`src/rtl/pixel_float_loader_if.sv`:
```
// Output stream of pixel_float_loader: one converted pixel per transfer.
// The transfer happens when out_valid and out_ready are both high.
interface pixel_float_loader_if #(
    parameter int AW = 10
);
    logic          out_valid;
    logic          out_ready;
    logic [31:0]   out_data;
    logic [AW-1:0] out_idx;
    logic          out_last;

    modport master (
        output out_valid, out_data, out_idx, out_last,
        input  out_ready
    );

    modport slave (
        input  out_valid, out_data, out_idx, out_last,
        output out_ready
    );
endinterface

```
`src/rtl/pixel_float_loader.sv`:
```
// Streams one image of 8-bit pixels from the pixel RAM as IEEE-754 singles.
// A 2-entry output FIFO with read credits lets the consumer apply backpressure.
module pixel_float_loader #(
    parameter int NPIX = 784,
    parameter int AW   = 10
) (
    input  logic          clk,
    input  logic          rst_n,
    input  logic          start,
    input  logic          abort,
    output logic          busy,
    output logic          done,
    output logic          mem_rd,
    output logic [AW-1:0] mem_addr,
    input  logic [7:0]    mem_rdata,
    pixel_float_loader_if.master ostr
);
    typedef enum logic {IDLE, RUN} state_t;

    localparam logic [AW:0]   NPIX_W   = (AW+1)'(NPIX);
    localparam logic [AW-1:0] LAST_IDX = AW'(NPIX - 1);

    state_t        state_q, state_d;
    logic [AW:0]   rd_ptr_q, rd_ptr_d;
    logic [AW-1:0] fl_idx_q, fl_idx_d;
    logic          inflight_q, inflight_d;
    logic [1:0]    cnt_q, cnt_d;
    logic          head_q, head_d;

    logic [31:0]   fdata_q [2];
    logic [AW-1:0] fidx_q  [2];
    logic          flast_q [2];

    logic          valid, pop, push, wr_sel;
    logic [2:0]    credit_used;
    logic [2:0]    msb;
    logic [7:0]    norm;
    logic [31:0]   conv;

    // Exact u8 -> float: normalise so the leading one sits at bit 7, then drop it.
    always_comb begin
        msb = '0;
        for (int unsigned i = 0; i < 8; i++) begin
            if (mem_rdata[i]) msb = 3'(i);
        end
        norm = mem_rdata << (3'd7 - msb);
        conv = (mem_rdata == 8'd0) ? '0 : {1'b0, 8'd127 + {5'd0, msb}, norm[6:0], 16'd0};
    end

    assign valid       = (cnt_q != 2'd0);
    assign pop         = valid & ostr.out_ready;
    assign push        = (state_q == RUN) & inflight_q & ~abort;
    assign wr_sel      = head_q ^ cnt_q[0];
    assign credit_used = {1'b0, cnt_q} + {2'b0, inflight_q};

    assign busy          = (state_q == RUN);
    assign mem_addr      = rd_ptr_q[AW-1:0];
    assign mem_rd        = (state_q == RUN) & (rd_ptr_q < NPIX_W) &
                           (credit_used < (3'd2 + {2'b0, pop}));
    assign done          = (state_q == RUN) & pop & flast_q[head_q] & ~abort;
    assign ostr.out_valid = valid;
    assign ostr.out_data  = fdata_q[head_q];
    assign ostr.out_idx   = fidx_q[head_q];
    assign ostr.out_last  = flast_q[head_q];

    always_comb begin
        state_d    = state_q;
        rd_ptr_d   = rd_ptr_q;
        fl_idx_d   = fl_idx_q;
        inflight_d = inflight_q;
        cnt_d      = cnt_q;
        head_d     = head_q;
        case (state_q)
            IDLE: begin
                inflight_d = 1'b0;
                if (start && !abort) begin
                    state_d  = RUN;
                    rd_ptr_d = '0;
                    cnt_d    = '0;
                    head_d   = 1'b0;
                end
            end
            RUN: begin
                if (abort) begin
                    state_d    = IDLE;
                    rd_ptr_d   = '0;
                    inflight_d = 1'b0;
                    cnt_d      = '0;
                    head_d     = 1'b0;
                end else begin
                    inflight_d = mem_rd;
                    if (mem_rd) begin
                        rd_ptr_d = rd_ptr_q + 1'b1;
                        fl_idx_d = rd_ptr_q[AW-1:0];
                    end
                    cnt_d  = cnt_q + {1'b0, push} - {1'b0, pop};
                    head_d = head_q ^ pop;
                    if (done) state_d = IDLE;
                end
            end
            default: state_d = IDLE;
        endcase
    end

    always_ff @(posedge clk) begin
        if (!rst_n) begin
            state_q    <= IDLE;
            rd_ptr_q   <= '0;
            fl_idx_q   <= '0;
            inflight_q <= 1'b0;
            cnt_q      <= '0;
            head_q     <= 1'b0;
        end else begin
            state_q    <= state_d;
            rd_ptr_q   <= rd_ptr_d;
            fl_idx_q   <= fl_idx_d;
            inflight_q <= inflight_d;
            cnt_q      <= cnt_d;
            head_q     <= head_d;
        end
    end

    always_ff @(posedge clk) begin
        if (!rst_n) begin
            for (int unsigned i = 0; i < 2; i++) begin
                fdata_q[i] <= '0;
                fidx_q[i]  <= '0;
                flast_q[i] <= 1'b0;
            end
        end else if (push) begin
            fdata_q[wr_sel] <= conv;
            fidx_q[wr_sel]  <= fl_idx_q;
            flast_q[wr_sel] <= (fl_idx_q == LAST_IDX);
        end
    end
endmodule
```
`src/flat_wrapper.sv`:
```
// flat-port wrapper written by rule: the top's interface ports become plain ports
module pixel_float_loader_flat 
#(
    parameter int NPIX = 784,
    parameter int AW   = 10
)
  (clk, rst_n, start, abort, busy, done, mem_rd, mem_addr, mem_rdata, ostr_out_valid, ostr_out_data, ostr_out_idx, ostr_out_last, ostr_out_ready);
  pixel_float_loader_if #(.AW(AW)) ostr_i ();
  input  logic clk;
  input  logic rst_n;
  input  logic start;
  input  logic abort;
  output logic busy;
  output logic done;
  output logic mem_rd;
  output logic [AW-1:0] mem_addr;
  input  logic [7:0] mem_rdata;
  output wire logic [$bits(ostr_i.out_valid)-1:0] ostr_out_valid;
  output wire logic [$bits(ostr_i.out_data)-1:0] ostr_out_data;
  output wire logic [$bits(ostr_i.out_idx)-1:0] ostr_out_idx;
  output wire logic [$bits(ostr_i.out_last)-1:0] ostr_out_last;
  input wire logic [$bits(ostr_i.out_ready)-1:0] ostr_out_ready;
  assign ostr_out_valid = ostr_i.out_valid;
  assign ostr_out_data = ostr_i.out_data;
  assign ostr_out_idx = ostr_i.out_idx;
  assign ostr_out_last = ostr_i.out_last;
  assign ostr_i.out_ready = ostr_out_ready;
  pixel_float_loader #(.NPIX(NPIX), .AW(AW)) u_core (.clk(clk), .rst_n(rst_n), .start(start), .abort(abort), .busy(busy), .done(done), .mem_rd(mem_rd), .mem_addr(mem_addr), .mem_rdata(mem_rdata), .ostr(ostr_i));
endmodule
```
`config.mk`:
```
export PLATFORM = sky130hd
export DESIGN_NAME = pixel_float_loader_flat
export DESIGN_NICKNAME = d
export VERILOG_FILES = /design/src/rtl/pixel_float_loader_if.sv /design/src/rtl/pixel_float_loader.sv /design/src/flat_wrapper.sv
export SDC_FILE = /design/constraint.sdc
export NUM_CORES = 1
export LEC_CHECK = 0
export BUFFER_PORTS_ARGS = -buffer_cell sky130_fd_sc_hd__buf_2
export CELL_PAD_IN_SITES_DETAIL_PLACEMENT = 1
export CELL_PAD_IN_SITES_GLOBAL_PLACEMENT = 1
export CORE_UTILIZATION = 47
export DETAILED_ROUTE_END_ITERATION = 10
export PLACE_DENSITY_LB_ADDON = 0.25
export SLEW_MARGIN = 25
export SYNTH_ARGS = -nofsm -noshare
export SYNTH_HDL_FRONTEND = slang
export SYNTH_SLANG_ARGS = --single-unit
```
`constraint.sdc`:
```
create_clock -name clk -period 5 [get_ports clk]
set_input_delay 0.75 -clock clk [delete_from_list [all_inputs] [get_ports clk]]
set_output_delay 0.75 -clock clk [all_outputs]
set_load 0.01 [all_outputs]
```
======== Word-level counts from Yosys, hierarchy flattened ========
Memory sizes are Yosys's and may differ from the RTL's. A register that Yosys moved wholly into a read port is not among the register bits.
Index checks and enable logic that the tools add are counted.
word-level totals
  register bits ........................... 26
  bits in latches ......................... 0
  RAM bits ................................ 84
  output and inout port bits .............. 57
  word-level logic and storage cells ...... 86
  ROM bits ................................ 0
  memories ................................ 3
  bits of input ports ..................... 13
cells by class
  $mul .................................... 0
  $add $sub $neg .......................... 7
  div/mod/pow operators ................... 0
  reduce and logical (&&, ||, !) cells .... 9
  magnitude comparators ................... 2
  mux-type cells .......................... 43
  shift operators ......................... 1
  equality and inequality tests ........... 3
  bitwise logic cells ..................... 12
memories
  name            words  bits a word  read ports  clocked after Yosys merged registers in  write ports  RTL line                  text
  u_core.fdata_q  2      31           1           1                                        2            pixel_float_loader.sv:30  logic [31:0] fdata_q [2];
  u_core.fidx_q   2      10           1           1                                        2            pixel_float_loader.sv:31  logic [AW-1:0] fidx_q [2];
  u_core.flast_q  2      1            1           1                                        2            pixel_float_loader.sv:32  logic flast_q [2];
operators with widths
  operator                                               count
  two-way mux 31 bit                                     2
  two-way mux 11 bit                                     3
  OR reduction 31 bit                                    1
  two-way mux 1 bit                                      24
  case mux 11 bit (2 select lines)                       1
  two-way mux 3 bit                                      6
  adder 11 x 1 -> 11 bit (second input constant)         1
  < comparator 11 x 10 -> 1 bit (second input constant)  1
  equality test 10 bit (second input constant)           1
  two-way mux 10 bit                                     1
  OR reduction 10 bit                                    1
  adder 7 x 3 -> 8 bit (first input constant)            1
  AND 1 bit                                              8
  zero test 8 bit                                        1
  << shifter 8 x 3 -> 7 bit                              1
  case mux 1 bit (2 select lines)                        3
  two-way mux 2 bit                                      2
  case mux 2 bit (2 select lines)                        1
  adder 2 x 1 -> 3 bit                                   1
  adder 2 x 1 -> 3 bit (first input constant)            1
  < comparator 3 bit                                     1
  inequality test 3 bit (second input constant)          1
  AND reduction 3 bit                                    1
  subtractor 3 bit (first input constant)                1
  other kinds (10)                                       12

======== Longest topological paths before layout ========
Gate-level depths: netlist of the first run.
  depth after elaboration ................. 11
  mapped depth ............................ 9
  gate-level depth less buffers ........... 9

======== Least setup slack after synthesis of the first run ========
OpenSTA, ideal clock, no wires.
  path type ............................... input-to-reg
  start point ............................. input mem_rdata[3]
  end point ............................... memory u_core.fdata_q[0][25] (netlist name) (data pin)
  setup slack ............................. 2.719 ns
  stages on the path ...................... 7
  required time ........................... 4.746 ns
  data arrival time ....................... 2.027 ns
  library setup time ...................... 0.254 ns
  buffers on the path ..................... 1
  path through ............................ clkbuf_1 a221oi_2 o21ai_1 inv_1 ha_1 ha_1 nor2_1
RTL lines
  item             RTL line                  text
  start, declared  flat_wrapper.sv:17        input logic [7:0] mem_rdata;
  end, declared    pixel_float_loader.sv:30

======== Worst setup path in the final report of the first run ========
  start point ............................. register u_core.cnt_q[0]
  end point ............................... output mem_rd
on the way
  longest elaborated chain between the ends .. 5
  elaborated cells on any way between the ends .. 6
  classes of those cells .................. add/sub: 2; order compare: 1; bitwise: 2; reduce/logical: 1
ends and longest elaborated chain
  item                    RTL line                   text
  start, declared         pixel_float_loader.sv:27   logic [1:0] cnt_q, cnt_d;
  start signal, assigned  pixel_float_loader.sv:118  cnt_q <= cnt_d;
  nonzero test 2 bit      pixel_float_loader.sv:50   assign valid = (cnt_q != 2'd0);
  AND 1 bit               pixel_float_loader.sv:51   assign pop = valid & ostr.out_ready;
  adder 2 x 1 -> 3 bit    pixel_float_loader.sv:59   (credit_used < (3'd2 + {2'b0, pop}));
  < comparator 3 bit *    pixel_float_loader.sv:59
  AND 1 bit *             pixel_float_loader.sv:58   assign mem_rd = (state_q == RUN) & (rd_ptr_q < NPIX_W) &
  end, declared           flat_wrapper.sv:15         output logic mem_rd;
Every way passes the cells marked *; elsewhere a longest branch is shown, timed or not.

==> flow_summary.yaml, run 1 <==
run_status:
  status: "complete, no violations"
clock_tree:
  root_buffer: "clkbuf_8"
  clock_sinks: 75
  clkTransAtPathRegs_ns: 0.09
  cts_resized: 0
  post_cts.repair.setup_buffers: 0
  clk_latency_ns: 0.35
  htree_levels: 3
  cts_hold_buf: 0
  cts_buffers: 9
  clock_path_buffers: 2
  cts_tree: "done"
critical_path:
  worstReg2RegEnd: "u_core.fidx_q[0][1]"
  r2r_slack_ns: 2.62
  worstPathArrival_ns: 2.19
  crit_path_end_kind: "output pin"
  cp.required_ns: 4.25
  worstSetupPathType: "reg -> out"
  worst-path-max-fanout: 18
  reg2reg_from: "u_core.busy"
  rr_worst_depth: 4
  start_kind: "register"
route:
  drt_pass1_iterations: 4
  wl_mm: 8.711
  ant_nets: 0
  routed_via_density: 5.478
  routed-via-count: 2887
  wire_per_inst_um: 16.53
  drt_iter0_markers: 100
  drc_errors: 0
sta:
  rsz0062_at_grt: "no"
  tns_ns: 0
  layout_setup_ws_ns: 2.056
  slew_headroom_pct: 32.13
  setup_viol_count_final: 0
  hold_viol_final: 0
  min_period_ns: 2.944
  timing.fmax_mhz: 339.7
  max_slew.worst_pin.slew_ns: 1.016
  fin_crit_sh_pct: 58.87
  finalMaxSlewViolations: 0
  fin_skew_ns: 0.01355
placement:
  io_buffers: 52
  dp_slack_ns: 2.018
  dp_hpwl_mm: 6.054
  place_inst: 511
  gp_congestion: 0.8948
synthesis:
  synth_edf_count: 46
  ys_ff_latch: 75
  netlist_top_cells_area: "edfxtp_1 35%, dfxtp_1 15%, mux2_2 7.1%"
  async_flop_share_pct: 0
  avgSynthCellArea_um2: 10.34
  synthCells: 385
  yosysWarnings: 0
  yosysMostFrequentCell: "edfxtp_1"
  synth_common_cells: "46 x edfxtp_1, 42 x nand2_1, 30 x buf_4, 29 x dfxtp_1, 28 x nor2_1"
  synth_seq_area_share_pct: 49.29
  post-synth-top-area-cell: "edfxtp_1"
  synth.cell_area_mm2: 0.003980
  synth_top_cell_area_share_pct: 34.71
  ys.flop_type: "edfxtp_1"
  ys_types: 51
global_routing:
  grt_pass1_wl_mm: 14.15
  grt_max_degree: 35
  overflow: 0
  grt_pass1_vias: 2773
  grt_util_all_layers_pct: 20.89
  antenna_found_initial: 0
  met1_usage_pct: 28.76
  met3_usage_pct: 3.236
  gr-max-usage-layer: "met2"
  gr-usage-met2_pct: 33.27
final_layout:
  area_growth_syn_to_layout_pct: 9.808
  fillers: 926
  drive_gt1_share_pct: 24.88
  fin_nets: 437
  final_cell_count_no_fill: 527
  diodes: 0
die:
  rows: 33
  io_pins: 70
  dieArea_mm2: 0.008840
  die_x_um: 94.02
  die_y_um: 94.02
  start_util_pct: 48.44
  fp.coreArea_mm2: 0.008217
worst_hold_path:
  hold_depth: 2
  whs_endpoint: "u_core.flast_q[1]"
  min_from: "u_core.flast_q[1]"
  hold_path.class: "reg -> reg"
pwr:
  power_density_mw_per_mm2: 292.8
  ir_worst_vdd_mv: 0.1201
  p_leak_nw: 1.702
job:
  drv_cap: 0
## sequential cells by signal, indices dropped and copies added, names as in the netlist, named ones only
register and cells:
u_core.busy 1, u_core.cnt_q 2, u_core.fdata_q 26, u_core.fidx_q 20, u_core.fl_idx_q 10, u_core.flast_q 2, u_core.head_q 1, u_core.inflight_q 1
u_core.rd_ptr_q 11
## stage by stage
step / cell area [um^2] / hold slack [ns] / power, mW / util, %
4_1_cts: 4360 / 0.4787 / 1.285 / 53.07
5_1_grt: 4370 / 0.5141 / 1.321 / 53.19
6_report: 4370 / 0.4786 / 1.280 / 53.19
2_1_floorplan: 4040 / 0.4305 / 0.7544 / -
3_5_place_dp: 4138 / 0.4678 / 0.7739 / 50.36
3_3_place_gp: 4138 / 0.4450 / 0.7708 / 50.36
## logic make-up (layout without fill, tap and decap cells)
logic type / count (synthesis) / in the layout / share of synthesized area [%]
other: 1 / 17 / 0.09422
XOR/XNOR: 5 / 5 / 1.100
flip-flops: 75 / 75 / 49.29
adder cells (fa/ha/maj): 7 / 7 / 2.200
multiplexers: 37 / 37 / 10.09
buffers and inverters: 59 / 80 / 8.520
AND/OR/NAND/NOR: 148 / 148 / 19.74
AO/OA/AOI/OAI: 53 / 53 / 8.959
## worst max path at each step
| stage | start | endpoint | slack [ns] | depth (start not counted) |
|---|---|---|---|---|
| 6_report | u_core.cnt_q[0] | mem_rd | 2.06 | 5 |
| 2_1_floorplan | mem_rdata[3] | u_core.fdata_q[0][25] | 2.72 | 7 |
| 3_5_place_dp | rst_n | u_core.fidx_q[1][4] | 2.02 | 4 |
| 4_1_cts | register | done | 2.03 | 3 |
| 5_1_grt | u_core.cnt_q[0] | mem_rd | 1.93 | 5 |
| 3_3_place_gp | rst_n | u_core.fidx_q[1][4] | 2.11 | 4 |
## power by group
group          internal (mW)  switching (mW)
logic                 0.0275          0.0610
registers              0.667         0.00506
clock network          0.284           0.235
total                  0.979           0.301
## layer usage
metal	part of all wire, %	routed length, um
met1	47	4105
met2	48	4198
met3	3.2	276
met4	1.5	131
met5	0	0
## cell type report
type                       instances  area [um^2]  share of cell area (%)
timing repair buffer              52        260.3                   5.955
clock buffer                       9        123.9                   2.834
multi-input combinational        267         1748                   39.99
inverter                          12        45.04                   1.031
sequential                        75         1963                   44.92
tap                              105        131.4                   3.006
clock inverter                     7        98.84                   2.262
## cells in the final DEF (no fill, tap or decap), types with 2 or more instances in the layout
| master | count |
|---|---|
| clkbuf_8 | 9 |
| nand4_1 | 2 |
| and2_1 | 24 |
| o21a_1 | 3 |
| o21ai_0 | 9 |
| nand4b_1 | 2 |
| inv_2 | 2 |
| nand3_1 | 9 |
| nor4_1 | 5 |
| inv_1 | 10 |
| bufinv_16 | 2 |
| or3_1 | 2 |
| nor2_1 | 28 |
| and3_1 | 3 |
| or4_1 | 7 |
| nor2b_1 | 6 |
| nor3_1 | 3 |
| a211oi_1 | 2 |
| conb_1 | 17 |
| nor3b_1 | 5 |
| mux2_2 | 25 |
| a21oi_1 | 13 |
| mux2i_1 | 12 |
| o31ai_1 | 7 |
| nor4_2 | 3 |
| nand2_1 | 41 |
| o21ai_1 | 3 |
| a31oi_1 | 2 |
| dfxtp_1 | 28 |
| edfxtp_1 | 46 |
| ha_1 | 7 |
| inv_6 | 2 |
| xnor2_1 | 4 |
| a22oi_1 | 5 |
| buf_2 | 52 |
## critical path, cell delays in order, from the launching register on
cell,delay (ns)
dfxtp_1,0.41
ha_1,0.25
ha_1,0.27
o21a_1,0.56
nor2_1,0.17
buf_2,0.19
No activity file was read; power rests on OpenSTA's default activity.
==> run 2, diff against run 1 <==
--- a/config.mk
+++ b/config.mk
@@ -8,7 +8,7 @@
 export BUFFER_PORTS_ARGS = -buffer_cell sky130_fd_sc_hd__buf_2
 export CELL_PAD_IN_SITES_DETAIL_PLACEMENT = 1
 export CELL_PAD_IN_SITES_GLOBAL_PLACEMENT = 1
-export CORE_UTILIZATION = 47
+export CORE_UTILIZATION = 39
 export DETAILED_ROUTE_END_ITERATION = 10
 export PLACE_DENSITY_LB_ADDON = 0.25
 export SLEW_MARGIN = 25
==> constraint.sdc (replaced) <==
create_clock -name clk -period 2.5 [get_ports clk]
set_input_delay 0.375 -clock clk [delete_from_list [all_inputs] [get_ports clk]]
set_output_delay 0.375 -clock clk [all_outputs]
set_load 0.01 [all_outputs]
==> run 2 against run 1 <==
Worst hold slack worse by 0.15 ns. Register-to-register slack worse by 2.1 ns. Highest routed layer unchanged. Worst setup slack worse by 1.9 ns. Non-clock buffer count up 9. Sequential power up 99%. Wire length down 2.9%. Sequential cell count unchanged. Critical endpoint unchanged.
==> flow_summary.yaml, run 2 (synthesis results as in run 1) <==
run_status:
  status: "complete, no violations"
route:
  wire_per_inst_um: 15.00
  wl_mm: 8.459
  drc_errors: 0
  routed_via_density: 5.115
  routed-via-count: 2885
  drt_iter0_markers: 98
  drt_pass1_iterations: 4
  ant_nets: 0
clock_tree:
  clock_path_buffers: 2
  cts_buffers: 9
  htree_levels: 3
  cts_tree: "done"
  clock_sinks: 75
  root_buffer: "clkbuf_8"
  clkTransAtPathRegs_ns: 0.07
  clk_latency_ns: 0.35
  post_cts.repair.setup_buffers: 0
pwr:
  p_sw_share_pct: 24.44
  seqPwrFrac_pct: 54.7
  pwr-share-comb_pct: 7.4
  switching_power_mw: 0.5999
  p_leak_nw: 1.760
  power.internal_mw: 1.855
  ir_worst_vdd_mv: 0.2929
  power_density_mw_per_mm2: 552.4
  pwr-share-clk_pct: 37.9
sta:
  min_period_ns: 2.322
  max_slew.worst_pin.slew_ns: 0.6596
  timing.fmax_mhz: 430.7
  tns_ns: 0
  layout_setup_ws_ns: 0.1781
  fin_crit_sh_pct: 92.88
  rsz0062_at_grt: "no"
  slew_headroom_pct: 55.93
  finalMaxSlewViolations: 0
  hold_viol_final: 0
  fin_skew_ns: 0.01329
  setup_viol_count_final: 0
global_routing:
  grt_pass1_wl_mm: 13.66
  overflow: 0
  grt_max_degree: 34
  grt_util_all_layers_pct: 16.92
  antenna_found_initial: 0
  grt_pass1_vias: 2672
critical_path:
  worstSetupPathType: "reg -> out"
  max_stage_delay_ns: 0.39
  cp_num_buf_inv: 1
  start_kind: "register"
  crit_path_cell_trace: "ha_1 > ha_1 > nor2_1 > o211ai_4 > nor2_1 > buf_2"
  worstPathArrival_ns: 1.95
  critPathTopFamily: "simple AND/OR/NAND/NOR gates"
  cp.required_ns: 2.12
  crit_path_end_kind: "output pin"
  cpMaxStageDelayCell: "dfxtp_1"
  worst-path-max-fanout: 18
die:
  rows: 36
  dieArea_mm2: 0.01061
  start_util_pct: 40.53
  die_y_um: 103.0
  die_x_um: 103.0
  fp.coreArea_mm2: 0.009819
  io_pins: 70
final_layout:
  regArea_mm2: 0.001962
  diodes: 0
  area_growth_syn_to_layout_pct: 11.66
  regMostFlops: "u_core.fdata_q"
  top_regs: "u_core.fdata_q (26), u_core.fidx_q (20), u_core.rd_ptr_q (11)"
  mostFrequentLayoutCell: "buf_2"
  drive_gt1_share_pct: 25.99
  mostFrequentLayoutCells: "52 x buf_2, 46 x edfxtp_1, 42 x nand2_1"
  final_util_pct: 45.26
  fin_nets: 446
  fillers: 1154
  multi_input_area_mm2: 0.001749
  largest_reg_flops: 26
job:
  drv_cap: 0
placement:
  dp_slack_ns: 0.3637
  io_buffers: 52
  dp_hpwl_mm: 5.843
  gp_congestion: 0.7761
worst_hold_path:
  hold_path.class: "in -> reg"
run 2: changes by cell type in the layout (fill, tap and decap cells not counted), sizes merged:
cell	change
bufinv	-1
clkinvlp	+2
inv	-1
clkinv	-1
buf	+9
clkbuf	+1
run 2: layer usage:
metal	vias up	track usage (%)	wire length [um]
met5	-	0	0
met4	0	5.309	79
met3	6	3.458	275
met2	54	24.62	3883
met1	1419	25.09	4221
li1	1406	-	-
run 2: stage by stage:
| stage | area [um^2] | hold WS [ns] | total power, mW | cells |
|---|---|---|---|---|
| final | 4444 | 0.3297 | 2.455 | 564 |
| after global routing | 4444 | 0.3351 | 2.563 | 564 |
| after CTS | 4434 | 0.3154 | 2.474 | 564 |
| after detailed placement | 4240 | 0.4633 | 1.552 | 548 |
| after global placement | 4240 | 0.4439 | 1.547 | 548 |
| after floorplan | 4040 | 0.4305 | 1.509 | 401 |
run 2: area by class of cell:
cell class,count,share of cell area [%]
sequential,75,44.14
multi-input combinational,267,39.36
timing repair buffer,61,7.376
tap,133,3.744
clock buffer,10,2.872
clock inverter,6,1.492
inverter,12,1.014
run 2: worst paths after layout:
path / depth (start not counted) / slack [ns] / from / to
worst max-delay path: 6 / 0.18 / u_core.cnt_q[0] / mem_rd
worst max register to register: 6 / 0.56 / u_core.cnt_q[0] / u_core.rd_ptr_q[4]
worst min-delay path: 2 / 0.33 / start / u_core.busy
worst min register to register: 2 / 0.47 / u_core.flast_q[1] / u_core.flast_q[1]
run 2: timing repair:
item | in CTS | in global routing
hold buffers | 0 | 0
hold endpoints to repair | 0 | 0
resized for setup | 0 | 2
setup endpoints to repair | 0 | 1
run 2: power groups by stage:
stage / clock, mW / combinational, mW / sequential [mW]
floorplan: 0 / 0.141 / 1.37
global placement: 0 / 0.178 / 1.37
detailed placement: 0 / 0.180 / 1.37
CTS: 0.950 / 0.181 / 1.34
global route: 1.02 / 0.200 / 1.35
finish: 0.931 / 0.181 / 1.34
